`src/rtl/gcd_unit.sv`:
```
// Iterative subtractive GCD engine: one subtraction per cycle, registered result and error flag.
// Optional build macro GCD_ITER_COUNT_EN adds iter_o, the subtraction count of the last operation.
//
// state  | meaning
// IDLE   | waiting for go_i; operands captured on the go edge
// CALC   | one subtraction per cycle until an operand is zero or both are equal
// DONE   | one-cycle completion pulse, then back to IDLE
module gcd_unit #(
  parameter int WIDTH = 8
) (
  input  logic             CLK,
  input  logic             RST_N,
  input  logic             go_i,
  input  logic [WIDTH-1:0] x_i,
  input  logic [WIDTH-1:0] y_i,
  output logic [WIDTH-1:0] d_o,
  output logic             done_o,
  output logic             busy_o,
  output logic             err_o
`ifdef GCD_ITER_COUNT_EN
  ,
  output logic [WIDTH-1:0] iter_o
`endif
);

  localparam logic [1:0] S_IDLE = 2'd0;
  localparam logic [1:0] S_CALC = 2'd1;
  localparam logic [1:0] S_DONE = 2'd2;

  logic [1:0]       state;
  logic [1:0]       state_nxt;
  logic [WIDTH-1:0] x_r;
  logic [WIDTH-1:0] y_r;
  logic [WIDTH-1:0] diff_xy;
  logic [WIDTH-1:0] diff_yx;
  logic             x_zero;
  logic             y_zero;
  logic             x_eq_y;
  logic             x_gt_y;
  logic             in_idle;
  logic             in_calc;
  logic             capture;
  logic             finish;
  logic             sub_x;
  logic             sub_y;

  assign in_idle = (state == S_IDLE);
  assign in_calc = (state == S_CALC);

  assign x_zero  = (x_r == '0);
  assign y_zero  = (y_r == '0);
  assign x_eq_y  = (x_r == y_r);
  assign x_gt_y  = (x_r > y_r);
  assign diff_xy = x_r - y_r;
  assign diff_yx = y_r - x_r;

  // Subtract only the smaller from the larger, so the difference can never wrap.
  assign capture = in_idle & go_i;
  assign finish  = in_calc & (x_zero | y_zero | x_eq_y);
  assign sub_x   = in_calc & ~finish & x_gt_y;
  assign sub_y   = in_calc & ~finish & ~x_gt_y;

  always_comb begin
    state_nxt = state;
    case (state)
      S_IDLE:  if (go_i) state_nxt = S_CALC;
      S_CALC:  if (finish) state_nxt = S_DONE;
      S_DONE:  state_nxt = S_IDLE;
      default: state_nxt = S_IDLE;
    endcase
  end

  always_ff @(posedge CLK or negedge RST_N) begin
    if (!RST_N) begin
      state <= S_IDLE;
    end else begin
      state <= state_nxt;
    end
  end

  always_ff @(posedge CLK or negedge RST_N) begin
    if (!RST_N) begin
      x_r <= '0;
      y_r <= '0;
    end else if (capture) begin
      x_r <= x_i;
      y_r <= y_i;
    end else if (sub_x) begin
      x_r <= diff_xy;
    end else if (sub_y) begin
      y_r <= diff_yx;
    end
  end

  // When one operand is zero the OR is simply the other operand (or zero if both are).
  always_ff @(posedge CLK or negedge RST_N) begin
    if (!RST_N) begin
      d_o   <= '0;
      err_o <= 1'b0;
    end else if (finish) begin
      if (x_zero | y_zero) begin
        d_o   <= x_r | y_r;
        err_o <= x_zero & y_zero;
      end else begin
        d_o   <= x_r;
        err_o <= 1'b0;
      end
    end
  end

  assign busy_o = (state == S_CALC) | (state == S_DONE);
  assign done_o = (state == S_DONE);

`ifdef GCD_ITER_COUNT_EN
  logic [WIDTH-1:0] iter_cnt;

  always_ff @(posedge CLK or negedge RST_N) begin
    if (!RST_N) begin
      iter_cnt <= '0;
    end else if (capture) begin
      iter_cnt <= '0;
    end else if ((sub_x | sub_y) && (iter_cnt != '1)) begin
      iter_cnt <= iter_cnt + 1'b1;
    end
  end

  always_ff @(posedge CLK or negedge RST_N) begin
    if (!RST_N) begin
      iter_o <= '0;
    end else if (finish) begin
      iter_o <= iter_cnt;
    end
  end
`endif

endmodule
```
`config.mk`:
```
export PLATFORM = sky130hd
export DESIGN_NAME = gcd_unit
export DESIGN_NICKNAME = d
export VERILOG_FILES = /design/src/rtl/gcd_unit.sv
export SDC_FILE = /design/constraint.sdc
export NUM_CORES = 1
export LEC_CHECK = 0
export CAP_MARGIN = 20
export CORE_MARGIN = 2
export CORE_UTILIZATION = 30
export CTS_CLUSTER_DIAMETER = 40
export CTS_CLUSTER_SIZE = 28
export DETAILED_ROUTE_END_ITERATION = 16
export PLACE_DENSITY = 0.53
export RECOVER_POWER = 25
export SLEW_MARGIN = 20
export SYNTH_ARGS = -nofsm -noshare
export SYNTH_HDL_FRONTEND = slang
export SYNTH_SLANG_ARGS = --single-unit
```
`constraint.sdc`:
```
create_clock -name CLK -period 5.4 [get_ports CLK]
set_input_delay 1.08 -clock CLK [delete_from_list [all_inputs] [get_ports CLK]]
set_output_delay 1.08 -clock CLK [all_outputs]
set_load 0.02 [all_outputs]
```
==> impl_metrics.csv <==
group,metric,value,unit
worst_setup_path,crit_path_start,"state[0]$_DFFE_PN0P_",
die,pin_count,30,
worst_setup_path,endpoint_kind,"primary output",
clock_network,post_cts_buffers,0,
finish,drive_gt1_share,8.268,%
timing,period_share,49.55,%
status,violations,"max-capacitance violations, max-slew violations",
synth,async_flop_share,100.0,%
synth,synth_fp_nets,280,
clock_network,cts-buffers-inserted,3,
worst_setup_path,cp_max_fo,3,
synth,syn_area_per_cell,9.292,um^2
timing,rsz0062_at_grt,"no",
clock_network,hold_buffers,0,
clock_network,path_clk_slew,0.09,ns
routing,totalWireLength,5115,um
placement,place_congestion,0.8395,
clock_network,clk_latency,0.27,ns
placement,post-dp-hpwl,4100,um
synth,ys_seq_area_share,31.34,%
worst_setup_path,r2r-start,"x_r[0]$_DFFE_PN0P_",
status,status,"finished, violations left",
global_route,grt_pass1_wl,8473,um
routing,wl_per_cell,14.61,um
clock_network,clk_path_buf_depth,2,
synth,synth-edff-count,0,
worst_hold_path,holdCritPathClass,"reg2reg",
finish,fin_cells,350,
clock_network,cts_tree,"yes",
finish,synthToLayoutAreaGrowth,17.99,%
timing,setup_viol,0,
clock_network,htree_levels,1,
global_route,grt_max_degree,28,
die,start_util,31.38,%
timing,holdWs,0.4897,ns
global_route,overflow,0,
routing,drc_errors,0,
die,dieArea,0.007880,mm^2
die,core,0.006869,mm^2
synth,ys_top_cells_by_count,"27 x dfrtp_1, 27 x ha_1, 26 x nand2_1, 24 x inv_1, 13 x nand3_1",
worst_setup_path,worstReg2RegEnd,"x_r[3]$_DFFE_PN0P_",
timing,fin_skew,0.003282,ns
routing,drt-initial-drc-count,44,
die,die-height,88.77,um
global_route,grt_usage,13.96,%
clock_network,cts_sinks,27,
timing,setup_tns,0,ns
timing,max_freq,0.3737,GHz
routing,vias,1674,
clock_network,clockRootBuffer,"clkbuf_8",
timing,worstMarginPinSlew,1.514,ns
timing,finalHoldViolCount,0,
worst_setup_path,crit_required,4.32,ns
synth,ys.flop_type,"dfrtp_1",
synth,synthTopCellsByArea,"dfrtp_1 31%, ha_1 16%, mux2_2 4.7%",
flow_run,maxCapViolCount,1,
timing,maxSlewViolCount,28,
synth,synth_cells,232,
routing,ant_nets,0,
routing,vias_per_cell,4.783,
die,row_count,30,
placement,port-buffer-count,29,
finish,diodes,0,
worst_hold_path,worstHoldStart,"d_o[2]$_DFFE_PN0P_",
timing,fin_crit,2.676,ns
worst_setup_path,cp-start-kind,"flop",
placement,dp_cells,346,
synth,yosys_warnings,0,
synth,ys_ff_latch,27,
synth,synth_area,0.002156,mm^2
synth,synth_top_cell_area_share,31.34,%
synth,synth_cell_types,39,
worst_setup_path,endpoint,"busy_o",
worst_setup_path,reg2reg_depth,8,
global_route,grt_pass1_vias,1679,
die,die_x,88.77,um
timing,max-slew-margin-rel,-0.9383,%
routing,firstDrtPassIters,6,
finish,nNetsFinal,303,
global_route,antenna_found_initial,0,
clock_network,post_cts_resized,0,
worst_setup_path,critical_path_class,"reg2out",
synth,synth.largest_area_cell,"dfrtp_1",
worst_setup_path,rrSetupSlack,2.82,ns
worst_setup_path,arrival,1.60,ns
-- flip-flops by register name (all words and copies together), names as in the netlist --
signal / cells
d_o: 8
err_o: 1
state: 2
x_r: 8
y_r: 8
-- cells by family after synthesis --
logic type | count (synthesis) | synth area share, %
AND/OR/NAND/NOR | 64 | 15.44
XOR/XNOR | 12 | 4.875
flip-flops | 27 | 31.34
buffers and inverters | 36 | 7.487
AO/OA/AOI/OAI | 52 | 17.24
adder cells (fa/ha/maj) | 29 | 17.53
multiplexers | 12 | 6.094
-- worst min-delay path by stage --
stage	end	cells after the start	slack, ns
final	d_o[2]$_DFFE_PN0P_	2	0.49
after floorplan	state[0]$_DFFE_PN0P_	1	0.51
after global routing	err_o$_DFFE_PN0P_	1	0.52
after global placement	d_o[2]$_DFFE_PN0P_	2	0.47
after detailed placement	d_o[2]$_DFFE_PN0P_	2	0.48
after CTS	d_o[2]$_DFFE_PN0P_	2	0.50
-- cell usage in the layout (no fill, tap or decap), types with 2 or more instances in the layout --
cell type / count
a21oi_1: 10
and2_1: 2
and3_1: 2
clkbuf_1: 2
clkbuf_8: 3
clkdlybuf4s50_1: 28
dfrtp_1: 27
fa_1: 2
ha_1: 27
inv_1: 24
mux2_2: 9
mux2i_1: 3
nand2_1: 26
nand3_1: 13
nor2_1: 4
nor2b_1: 5
nor3_2: 2
nor4_1: 5
o211ai_1: 4
o21ai_0: 11
o21ai_1: 3
o21bai_1: 5
o311ai_0: 4
o311ai_1: 4
o311ai_2: 2
o31ai_1: 3
xnor2_1: 10
xor2_1: 2
-- through the flow --
stage / utilization [%] / instance area, um^2 / setup slack, ns
5_1_grt: 37.03 / 2544 / 2.439
2_1_floorplan: - / 2156 / 3.132
3_5_place_dp: 36.43 / 2502 / 2.562
4_1_cts: 37.09 / 2547 / 2.703
3_3_place_gp: 36.43 / 2502 / 2.621
6_report: 37.03 / 2544 / 2.724
-- worst max-delay path: stages (launching register included) --
cell and delay, ns:
dfrtp_1 0.38, inv_1 0.08, ha_1 0.27, clkdlybuf4s50_1 0.59
-- area by class of cell --
class	instances	area, um^2
well taps	96	120.1
flip-flops and latches	27	675.6
inverters	24	90.09
repair buffers	30	294.0
fillers	734	4325
clock buffers	4	45.04
multi-input cells	169	1319
-- layer usage --
metal	share of wire, %	vias to the layer above	GRT usage (%)
li1	-	846	-
met1	49	797	19.50
met2	47	27	23.00
met3	2.9	4	1.399
met4	1.0	0	3.719
met5	0	-	0
Power is not shown: default switching activity piles up to over one toggle a cycle in this logic, so the estimate is an artifact.
